<file path="src/rtl/router_pkt_tx_pkg.sv">
// Shared router definitions: FSM encoding, header layout and payload pattern helper.
// Latency: n/a (types and constants only).
// Backpressure: n/a.
package router_pkt_tx_pkg;

    localparam int ADDR_W = 2;
    localparam int LEN_W  = 6;
    localparam int BYTE_W = 8;

    // Destination 3 does not exist on the 1x3 router.
    localparam logic [ADDR_W-1:0] ILLEGAL_ADDR = 2'b11;

    typedef enum logic [2:0] {
        ST_IDLE    = 3'd0,
        ST_HEADER  = 3'd1,
        ST_PAYLOAD = 3'd2,
        ST_PARITY  = 3'd3,
        ST_DONE    = 3'd4
    } state_t;

    // Header byte as seen on the wire: length in the upper bits, address in the lower.
    typedef struct packed {
        logic [LEN_W-1:0]  len;
        logic [ADDR_W-1:0] addr;
    } hdr_t;

    // Payload byte i is seed + i, wrapping mod 256.
    function automatic logic [BYTE_W-1:0] payload_byte(input logic [BYTE_W-1:0] seed,
                                                       input logic [LEN_W-1:0]  idx);
        return seed + {{(BYTE_W-LEN_W){1'b0}}, idx};
    endfunction

endpackage

</file>
<file path="src/rtl/router_parity_acc.sv">
// XOR parity accumulator with synchronous clear, enable and invert-on-read.
// Latency: accumulate takes effect on the next rising edge; read path is combinational.
// Backpressure: none; the caller gates en so held bytes are folded in only once.
module router_parity_acc
    import router_pkt_tx_pkg::*;
(
    input  logic              clock,
    input  logic              reset,
    input  logic              clr,
    input  logic              en,
    input  logic [BYTE_W-1:0] din,
    input  logic              inv,
    output logic [BYTE_W-1:0] parity
);

    logic [BYTE_W-1:0] acc;

    // Clear wins over accumulate so a new packet always starts from zero.
    always_ff @(posedge clock or posedge reset) begin
        if (reset) begin
            acc <= '0;
        end else if (clr) begin
            acc <= '0;
        end else if (en) begin
            acc <= acc ^ din;
        end
    end

    assign parity = inv ? ~acc : acc;

endmodule

</file>
<file path="src/rtl/router_pkt_tx.sv">
// Router input-port packet transmitter: header, incrementing payload, parity byte per start.
// Latency: header appears the cycle after an accepted start; len+2 cycles per packet with no busy.
// Backpressure: busy holds the current byte; BUSY_TO consecutive busy cycles abort the packet.
module router_pkt_tx
    import router_pkt_tx_pkg::*;
#(
    parameter int MAX_LEN = 63,
    parameter int GAP     = 2,
    parameter int BUSY_TO = 64
) (
    input  logic              clock,
    input  logic              reset,
    input  logic              start,
    input  logic [ADDR_W-1:0] dest_addr,
    input  logic [LEN_W-1:0]  payload_len,
    input  logic [BYTE_W-1:0] seed,
    input  logic              corrupt_parity,
    input  logic              busy,
    output logic              ready,
    output logic              pkt_valid,
    output logic [BYTE_W-1:0] data_in,
    output logic              done,
    output logic              err
);

    localparam int GAP_W = (GAP > 0) ? $clog2(GAP + 1) : 1;
    localparam int BTO_W = $clog2(BUSY_TO + 1);

    state_t            state, next_state;
    logic [ADDR_W-1:0] addr_q;
    logic [LEN_W-1:0]  len_q;
    logic [LEN_W-1:0]  idx_q;
    logic [BYTE_W-1:0] seed_q;
    logic              corrupt_q;
    logic [BTO_W-1:0]  busy_cnt;
    logic [GAP_W-1:0]  gap_cnt;
    logic              err_q;

    logic              active;
    logic              req_legal;
    logic              start_ok;
    logic              start_bad;
    logic              timeout;
    logic              acc_clr;
    logic              acc_en;
    logic [BYTE_W-1:0] acc_din;
    logic [BYTE_W-1:0] parity;
    logic [BYTE_W-1:0] pay_byte;
    hdr_t              hdr;

    assign active    = (state == ST_HEADER) || (state == ST_PAYLOAD) || (state == ST_PARITY);
    assign req_legal = (dest_addr != ILLEGAL_ADDR) &&
                       (payload_len != '0) &&
                       (payload_len <= LEN_W'(MAX_LEN));
    assign hdr.len   = len_q;
    assign hdr.addr  = addr_q;
    assign pay_byte  = payload_byte(seed_q, idx_q);
    assign err       = err_q;

    router_parity_acc u_parity (
        .clock  (clock),
        .reset  (reset),
        .clr    (acc_clr),
        .en     (acc_en),
        .din    (acc_din),
        .inv    (corrupt_q),
        .parity (parity)
    );

    // State register.
    always_ff @(posedge clock or posedge reset) begin
        if (reset) begin
            state <= ST_IDLE;
        end else begin
            state <= next_state;
        end
    end

    // Next state, wire outputs and accumulator control; nothing advances while busy.
    always_comb begin
        next_state = state;
        ready      = 1'b0;
        pkt_valid  = 1'b0;
        data_in    = '0;
        done       = 1'b0;
        acc_clr    = 1'b0;
        acc_en     = 1'b0;
        acc_din    = '0;
        start_ok   = 1'b0;
        start_bad  = 1'b0;
        timeout    = 1'b0;

        case (state)
            ST_IDLE: begin
                ready = (gap_cnt == '0);
                if (ready && start) begin
                    if (req_legal) begin
                        start_ok   = 1'b1;
                        acc_clr    = 1'b1;
                        next_state = ST_HEADER;
                    end else begin
                        start_bad  = 1'b1;
                    end
                end
            end
            ST_HEADER: begin
                pkt_valid = 1'b1;
                data_in   = hdr;
                if (!busy) begin
                    acc_en     = 1'b1;
                    acc_din    = hdr;
                    next_state = ST_PAYLOAD;
                end
            end
            ST_PAYLOAD: begin
                pkt_valid = 1'b1;
                data_in   = pay_byte;
                if (!busy) begin
                    acc_en  = 1'b1;
                    acc_din = pay_byte;
                    if (idx_q == len_q - LEN_W'(1)) begin
                        next_state = ST_PARITY;
                    end
                end
            end
            ST_PARITY: begin
                data_in = parity;
                if (!busy) begin
                    next_state = ST_DONE;
                end
            end
            ST_DONE: begin
                done       = 1'b1;
                next_state = ST_IDLE;
            end
            default: begin
                next_state = ST_IDLE;
            end
        endcase

        // A stalled router gets BUSY_TO cycles before the packet is dropped.
        if (active && busy && (busy_cnt == BTO_W'(BUSY_TO - 1))) begin
            timeout    = 1'b1;
            next_state = ST_IDLE;
        end
    end

    // Capture the request fields so the inputs may change once the packet is under way.
    always_ff @(posedge clock or posedge reset) begin
        if (reset) begin
            addr_q    <= '0;
            len_q     <= '0;
            seed_q    <= '0;
            corrupt_q <= 1'b0;
        end else if (start_ok) begin
            addr_q    <= dest_addr;
            len_q     <= payload_len;
            seed_q    <= seed;
            corrupt_q <= corrupt_parity;
        end
    end

    // Payload index: restarts per packet, advances only on an accepted payload byte.
    always_ff @(posedge clock or posedge reset) begin
        if (reset) begin
            idx_q <= '0;
        end else if (start_ok) begin
            idx_q <= '0;
        end else if ((state == ST_PAYLOAD) && !busy) begin
            idx_q <= idx_q + LEN_W'(1);
        end
    end

    // Consecutive-busy counter; any idle-router cycle or leaving the packet clears it.
    always_ff @(posedge clock or posedge reset) begin
        if (reset) begin
            busy_cnt <= '0;
        end else if (active && busy && !timeout) begin
            busy_cnt <= busy_cnt + BTO_W'(1);
        end else begin
            busy_cnt <= '0;
        end
    end

    // Inter-packet gap: loaded on completion or abort, then counts down to zero.
    always_ff @(posedge clock or posedge reset) begin
        if (reset) begin
            gap_cnt <= '0;
        end else if ((state == ST_DONE) || timeout) begin
            gap_cnt <= GAP_W'(GAP);
        end else if (gap_cnt != '0) begin
            gap_cnt <= gap_cnt - GAP_W'(1);
        end
    end

    // Error pulse for a rejected request or a busy timeout, one cycle after the event.
    always_ff @(posedge clock or posedge reset) begin
        if (reset) begin
            err_q <= 1'b0;
        end else begin
            err_q <= start_bad || timeout;
        end
    end

endmodule

</file>
<file path="config.mk">
export PLATFORM = sky130hd
export DESIGN_NAME = router_pkt_tx
export DESIGN_NICKNAME = d
export VERILOG_FILES = /design/src/rtl/router_pkt_tx_pkg.sv /design/src/rtl/router_parity_acc.sv /design/src/rtl/router_pkt_tx.sv
export SDC_FILE = /design/constraint.sdc
export NUM_CORES = 1
export LEC_CHECK = 0
export ABC_AREA = 1
export CORE_ASPECT_RATIO = 1.75
export CORE_MARGIN = 2
export CORE_UTILIZATION = 57
export CTS_CLUSTER_DIAMETER = 120
export DETAILED_ROUTE_END_ITERATION = 12
export DONT_BUFFER_PORTS = 1
export PLACE_DENSITY = 0.79
export SYNTH_ARGS = -nofsm -noshare
export SYNTH_HDL_FRONTEND = slang
export SYNTH_SLANG_ARGS = --single-unit
</file>
<file path="constraint.sdc">
create_clock -name clock -period 2.06 [get_ports clock]
set_clock_uncertainty 0.15 [all_clocks]
set_input_delay 0.618 -clock clock [delete_from_list [all_inputs] [get_ports clock]]
set_output_delay 0.618 -clock clock [all_outputs]
set_load 0.005 [all_outputs]
</file>
==> flow_summary_export.csv <==
group,metric,value,unit
critical_path,rrSetupSlack,0.11,ns
layout,antenna_cells,0,
synthesis,synthSimpleGateAreaFrac,0.324,
pwr,p_int,0.00305,W
clock_network,cts.sinks,44,
die,initial_core_util,0.593,
die,dieArea,5450,um^2
synthesis,yosys.area.top_type,"dfrtp_1",
sta,tightest_slew,0.967,ns
grt,grt_remaining_overflow,0,
status,status,"finished with violations",
status,violations,"negative setup slack",
critical_path,reg2reg_to,"u_parity.acc[6]$_DFFE_PP0P_",
grt,grt_pass1_vias,2578,
placement,dp_hpwl,5270,um
sta,drv_slew,0,
layout,area_delta_synth_final,26.2,%
drt,ant_nets,0,
layout,final_common_cell,"nand2_1",
critical_path,startpoint,"idx_q[0]$_DFFE_PP0P_",
critical_path,critPathBufInv,1,
layout,nNetsFinal,452,
clock_network,clk_pin_slew,0.09,ns
grt,antenna_found_initial,0,
synthesis,postSynthAreaPerCell,7.30,um^2
layout,drive_gt1_frac,0.259,
clock_network,hold_buffers,0,
die,core_area,4670,um^2
critical_path,cp-end-kind,"primary output",
run,max_cap_viol_count,0,
clock_network,cts_tree,"built",
synthesis,synth_area,2770,um^2
placement,io_buffers,0,
drt,drt_iter0_drc,120,
pwr,powerDensity,1600,nW/um^2
drt,wire_per_inst,16.1,um
critical_path,required,1.29,ns
synthesis,synth_top_family_by_area,"simple AND/OR/NAND/NOR gates",
synthesis,synthArstFlopShare,1.00,
pwr,seqPwrFrac,0.284,
layout,num-fill-cells,345,
critical_path,path_max_fanout,3,
synthesis,synth_area_leaders,"dfrtp_1 40%, nand2_1 15%, inv_1 6.8%, nand3_1 6.1%, ha_1 4.5%",
layout,layout_common_cells,"99 x nand2_1, 46 x inv_1, 41 x dfrtp_1, 32 x buf_4",
critical_path,path_cells,"ha_2, inv_2, fa_2, xor2_1, nor2_1, a21oi_2, o21ai_2",
hold_path,hold_path_class,"input port to async pin",
critical_path,path_class,"flop to primary output",
pwr,ir_worst_vdd,0.00106,V
placement,gp_congestion,0.908,
sta,setup_ws,-0.508,ns
synthesis,synth_nets,411,
pwr,p_clk_frac,0.117,
synthesis,synth-xor-area-share,0.0443,
synthesis,yosys_warnings,0,
synthesis,synthAdderAreaFrac,0.0524,
sta,report.final.setup_viol,10,
synthesis,synth_cell_types,34,
synthesis,synth-compound-area-share,0.0940,
synthesis,muxShareOfSynthArea,0,
placement,place_ws,-0.223,ns
pwr,p_total,0.00557,W
sta,relSlewSlack,0.351,
grt,track_usage,0.289,
pwr,netSwitchingPower,0.00252,W
critical_path,slowest_stage,"dfrtp_1",
grt,grt_max_degree,26,
synthesis,syn_inst,379,
clock_network,htreeDepth,2,
sta,rsz0062_at_grt,"yes",
synthesis,synth-seq-area-share,0.398,
critical_path,cpLargestDelayFamily,"adder cells",
sta,post-route-period-util,1.25,
layout,seq_area,1100,um^2
synthesis,synth-edff-count,0,
grt,grt_pass1_wl,12000,um
sta,hold_violations,0,
clock_network,cts_made_buffers,5,
synthesis,yosys_register_bits,44,
pwr,power.leakage,1.73,nW
drt,drc_errors,0,
die,rows,33,
die,dieHeight,96.2,um
clock_network,cts_buffer_depth,2,
synthesis,yosysTopAreaCellShare,0.398,
drt,drt-total-wl,7600,um
sta,finalCriticalPeriod,2.57,ns
sta,fmax,389,MHz
die,die_w,56.7,um
clock_network,insertion_delay,0.30,ns
pwr,power_frac_comb,0.599,
critical_path,regToRegStartpoint,"idx_q[0]$_DFFE_PP0P_",
drt,via_per_inst,5.63,
synthesis,yosys_most_used_dff,"dfrtp_1",
critical_path,arrival,1.80,ns
layout,multiInputGateArea,1670,um^2
drt,drt_pass1_iterations,4,
pwr,sw_frac_of_total,0.453,
critical_path,r2r_cells,13,
critical_path,crit_path_max_incr_delay,0.38,ns
die,pin_count,33,
critical_path,startpoint_type,"flop",
drt,vias,2663,
clock_network,cts-root-buf,"clkbuf_8",
[synthesized netlist by cell type, drive strengths merged (2+ instances only)]
library cell,instances
a21oi,17
and3,2
buf,5
dfrtp,44
ha,10
inv,54
nand2,114
nand3,35
nand4,6
nor2,37
nor3,4
nor3b,2
o211ai,2
o21ai,22
o21bai,3
o221ai,2
xnor2,11
xor2,3
[flip-flops by register name (all words and copies together), names as in the netlist]
signal	flops
len_q	6
corrupt_q	1
u_parity.acc	8
idx_q	6
gap_cnt	2
state	3
busy_cnt	7
seed_q	8
err	1
addr_q	2
[worst max-delay path by stage]
stage                       to  slack (ns)  depth (start not counted)
floorplan           data_in[4]       -0.11                          8
finish              data_in[2]       -0.51                          7
global route        data_in[4]       -0.62                          8
detailed placement  data_in[4]       -0.22                          8
CTS                 data_in[2]       -0.50                          7
global placement    data_in[4]       -0.14                          8
[logic make-up (layout without fill, tap and decap cells)]
group / Yosys count / count (layout)
DFF: 44 / 44
adders and majority gates: 11 / 11
AOI/OAI and AO/OA: 47 / 47
and+or+nand+nor: 203 / 203
xor gates and xnor gates: 14 / 14
buffers and inverters: 60 / 102
[power groups by stage]
stage	sequential [W]	combinational [W]	clock [W]
3_5_place_dp	0.00156	0.00254	0
3_3_place_gp	0.00154	0.00246	0
6_report	0.00158	0.00334	0.000655
5_1_grt	0.00162	0.00366	0.000701
4_1_cts	0.00156	0.00290	0.000656
2_1_floorplan	0.00146	0.00186	0
[metrics by stage]
| step | utilization | cells | instance area [um^2] | setup TNS [ns] | hold WS, ns |
|---|---|---|---|---|---|
| 2_1_floorplan | - | 379 | 2810 | -0.275 | 0.283 |
| 3_3_place_gp | 0.651 | 449 | 3040 | -0.614 | 0.296 |
| 3_5_place_dp | 0.651 | 449 | 3040 | -0.983 | 0.307 |
| 4_1_cts | 0.714 | 467 | 3330 | -2.92 | 0.172 |
| 5_1_grt | 0.748 | 473 | 3490 | -4.14 | 0.195 |
| 6_report | 0.748 | 473 | 3490 | -3.29 | 0.151 |
[area by class of cell]
class                      instances  share of cell area
clock buffer                       6              0.0208
sequential                        44               0.316
tap                               52              0.0186
timing repair buffer              39              0.0964
clock inverter                     2              0.0100
multi-input combinational        275               0.478
inverter                          55              0.0602
[routing by layer]
| metal | share of wire | track usage | vias to the layer above |
|---|---|---|---|
| met2 | 0.56 | 0.553 | 90 |
| li1 | - | - | 1302 |
| met1 | 0.34 | 0.279 | 1245 |
| met3 | 0.048 | 0.0524 | 26 |
| met4 | 0.054 | 0.177 | 0 |
| met5 | 0 | 0 | - |
[timing repair]
action | 4_1_cts | 5_1_grt
buffers inserted | 10 | 8
resized for setup | 28 | 28
pin swaps | 13 | 12
setup endpoints to repair | 8 | 15
(Power assumes the default switching activity.)
==> patch, RTL diff (same flow settings) <==
Reset style: synchronous (`reset`), changed in 7 clocked blocks.
--- a/src/rtl/router_parity_acc.sv
+++ b/src/rtl/router_parity_acc.sv
@@ -16,7 +16,7 @@
     logic [BYTE_W-1:0] acc;
 
     // Clear wins over accumulate so a new packet always starts from zero.
-    always_ff @(posedge clock or posedge reset) begin
+    always_ff @(posedge clock) begin
         if (reset) begin
             acc <= '0;
         end else if (clr) begin
--- a/src/rtl/router_pkt_tx.sv
+++ b/src/rtl/router_pkt_tx.sv
@@ -68,7 +68,7 @@
     );
 
     // State register.
-    always_ff @(posedge clock or posedge reset) begin
+    always_ff @(posedge clock) begin
         if (reset) begin
             state <= ST_IDLE;
         end else begin
@@ -146,7 +146,7 @@
     end
 
     // Capture the request fields so the inputs may change once the packet is under way.
-    always_ff @(posedge clock or posedge reset) begin
+    always_ff @(posedge clock) begin
         if (reset) begin
             addr_q    <= '0;
             len_q     <= '0;
@@ -161,7 +161,7 @@
     end
 
     // Payload index: restarts per packet, advances only on an accepted payload byte.
-    always_ff @(posedge clock or posedge reset) begin
+    always_ff @(posedge clock) begin
         if (reset) begin
             idx_q <= '0;
         end else if (start_ok) begin
@@ -172,7 +172,7 @@
     end
 
     // Consecutive-busy counter; any idle-router cycle or leaving the packet clears it.
-    always_ff @(posedge clock or posedge reset) begin
+    always_ff @(posedge clock) begin
         if (reset) begin
             busy_cnt <= '0;
         end else if (active && busy && !timeout) begin
@@ -183,7 +183,7 @@
     end
 
     // Inter-packet gap: loaded on completion or abort, then counts down to zero.
-    always_ff @(posedge clock or posedge reset) begin
+    always_ff @(posedge clock) begin
         if (reset) begin
             gap_cnt <= '0;
         end else if ((state == ST_DONE) || timeout) begin
@@ -194,7 +194,7 @@
     end
 
     // Error pulse for a rejected request or a busy timeout, one cycle after the event.
-    always_ff @(posedge clock or posedge reset) begin
+    always_ff @(posedge clock) begin
         if (reset) begin
             err_q <= 1'b0;
         end else begin
Behaviour: differs if reset is asserted again (counterexample within 4 cycles, from zero or initial values and one cycle with reset high); with reset held inactive, the same outputs for 4 cycles.
==> patch against the original RTL <==
  * Worst setup slack gained 58 ps
  * Highest routed layer unchanged
  * Utilization shrank 2.2 points
  * Largest cell class unchanged
  * The flow still finishes with violations (setup timing)
  * Area after synthesis shrank 6.4%
  * Critical endpoint is now data_in[6]
  * Wire length shrank 7.3%
  * Design area shrank 8.4%
  * Sequential cell count is the same
Power is not compared: it rests on default switching activity, and its combinational part moved more than twofold at a synthesized area within 25%.
==> patch: results (changes against the original RTL) <==
.. list-table::
   :header-rows: 1

   * - Metric
     - Value
   * - Post-Synth Adder-Cell Area
     - 0.05118 (-0.001258)
   * - Vias in the first global route
     - 2647 (+2.7%)
   * - Final cell count without fillers
     - 464 (-1.9%)
   * - Async set or reset register ratio after synthesis
     - 0 (-1.000)
   * - Class of the most critical hold timing path
     - in2reg
   * - Required time of the critical path
     - 1290 ps (about the same)
   * - Sequential cell area fraction in the yosys report
     - 0.3399 (-0.05790)
   * - Initial DRC Count
     - 65 (-46%)
   * - Number of endpoints failing setup at the final stage
     - 8 (-2)
   * - Clock latency of the later-clocked register in the worst-skew pair
     - 300 ps (about the same)
   * - Summed negative setup slack over all endpoints
     - -2445 ps (+845.8 ps)
   * - XOR/XNOR Fraction of Synth Area
     - 0.04732 (+0.003016)
   * - Mapped Nets
     - 409 (-0.49%)
   * - Capture point of the worst reg-to-reg path
     - state[0]$_SDFFE_PP0P_
   * - Total length of routed met3 wires
     - 376 um (+2.2%)
   * - Final HPWL DP
     - 5108 um (-3.0%)
   * - Antenna violations before repair
     - 0 (unchanged)
   * - Run status
     - finished, violations left
   * - Source of the worst register-to-register timing path
     - len_q[0]$_SDFFE_PP0P_
   * - Maximum number of pins on one net before global-route repair
     - 20 (-23%)
   * - Max incr delay on CP
     - 360 ps (-20 ps)
   * - Violations in the final reports
     - setup timing
   * - Biggest regs
     - seed_q x8, u_parity.acc x8, busy_cnt x7
   * - Average via count per standard cell
     - 5.642 (+0.22%)
   * - Leakage power
     - 1.447 nW
   * - Routed length on met2
     - 3739 um (-12%)
   * - Cell-internal power
     - 1.875 mW
   * - Slowest cell on crit path
     - fa_2
   * - Relative max-transition margin
     - 0.7283 (+0.3772)
   * - Most used DFF post-synth
     - dfxtp_1
   * - Post-synthesis cell count
     - 378 (-0.26%)
   * - Overall track demand over capacity in global routing
     - 0.3115 (+0.02240)
   * - Final critical-path setup slack
     - -449.7 ps (+58.14 ps)
   * - Global-route wire length before repair
     - 11790 um (-1.9%)
   * - Placer's final routability congestion estimate
     - 0.8781 (-3.3%)
   * - Number of cell instances on the worst register-to-register path
     - 9 (-4)
   * - Distinct cell type count of the synthesized netlist
     - 42 (+24%)
   * - Register-to-Register Setup Slack
     - 190 ps (+80 ps)
   * - Aggregate routed wire length
     - 7050 um (-7.3%)
   * - Fraction of layout cells with a size suffix above 1
     - 0.2615 (+0.002594)
   * - Maximum root-to-sink buffer count
     - 2 (unchanged)
   * - Nets@finish
     - 443 (-2.0%)
   * - Synth top area cells
     - dfxtp_1 34%, nand2_1 12%, nor2_1 8.1%
   * - Fill count
     - 336 (-2.6%)
   * - List of most frequent post-synthesis cells
     - 81 x nand2_1, 56 x nor2_1, 44 x dfxtp_1, 41 x inv_1, 35 x nand3_1
   * - Number of buffers created by CTS
     - 5 (unchanged)
   * - Met1 wire length
     - 2610 um (+0.85%)
   * - Compound-Gate Fraction of Synth Area
     - 0.1347 (+0.04068)
## patch: repair_timing
action,CTS,global route
setup endpoints to repair,9,10
setup buffers,9,3
hold buffers,0,0
pin swaps,10,13
resized for setup,27,24
cloned,1,0
## patch: logic make-up after synthesis
| kind of cell | Yosys count |
|---|---|
| buffers and inverters | 55 |
| adder cells (fa/ha/maj) | 10 |
| AO/OA/AOI/OAI | 57 |
| flip-flops | 44 |
| AND/OR/NAND/NOR | 198 |
| XOR/XNOR | 14 |
## patch: power by group through the flow
stage	logic (mW)	clock network (mW)	registers [mW]
floorplan	0.904	0	1.06
global placement	1.13	0	1.08
detailed placement	1.16	0	1.08
CTS	1.41	0.572	1.08
global route	1.67	0.606	1.11
finish	1.53	0.572	1.10
## patch: worst reg2reg max path, delay by kind of cell (launching register included)
kind            cells  cell delay [ps]
compound gates      1              120
xor+xnor            1              140
fa+ha+maj           1              320
buf+inv             1              160
flops               1              410
simple gates        5              500
## patch: per-layer routing
| layer | vias to the layer above | GRT usage |
|---|---|---|
| met4 | 0 | 0.1565 |
| li1 | 1291 | - |
| met1 | 1200 | 0.3435 |
| met2 | 100 | 0.5288 |
| met3 | 27 | 0.07188 |
| met5 | - | 0 |
## patch: metrics by stage
| stage | utilization | instance area [um2] | worst slack, ps | hold WS [ps] |
|---|---|---|---|---|
| floorplan | - | 2623 | -87.39 | 267.6 |
| global placement | 0.6352 | 2798 | -153.0 | 275.1 |
| detailed placement | 0.6352 | 2798 | -190.7 | 290.7 |
| CTS | 0.7003 | 3084 | -489.8 | 228.7 |
| global route | 0.7261 | 3198 | -541.5 | 224.0 |
| finish | 0.7261 | 3198 | -449.7 | 234.3 |
## patch: area by class of cell
cell class / instances / area [um2] / share of cell area
clock buffers: 7 / 86.33 / 0.02700
clock inverters: 1 / 7.507 / 0.002347
inverters: 49 / 200.2 / 0.06260
multi-input cells: 280 / 1669 / 0.5219
flip-flops and latches: 44 / 903.4 / 0.2825
well taps: 51 / 63.81 / 0.01995
repair buffers: 32 / 267.8 / 0.08372
## patch: worst max-delay path by stage
stage | from | endpoint | slack (ps) | depth (start not counted)
6_report | seed_q[0]$_SDFFE_PP0P_ | data_in[6] | -450 | 7
5_1_grt | seed_q[0]$_SDFFE_PP0P_ | data_in[6] | -540 | 7
4_1_cts | seed_q[0]$_SDFFE_PP0P_ | data_in[6] | -490 | 7
3_5_place_dp | seed_q[0]$_SDFFE_PP0P_ | data_in[6] | -190 | 7
3_3_place_gp | seed_q[0]$_SDFFE_PP0P_ | data_in[6] | -150 | 7
2_1_floorplan | idx_q[0]$_SDFFE_PP0P_ | data_in[6] | -90 | 7
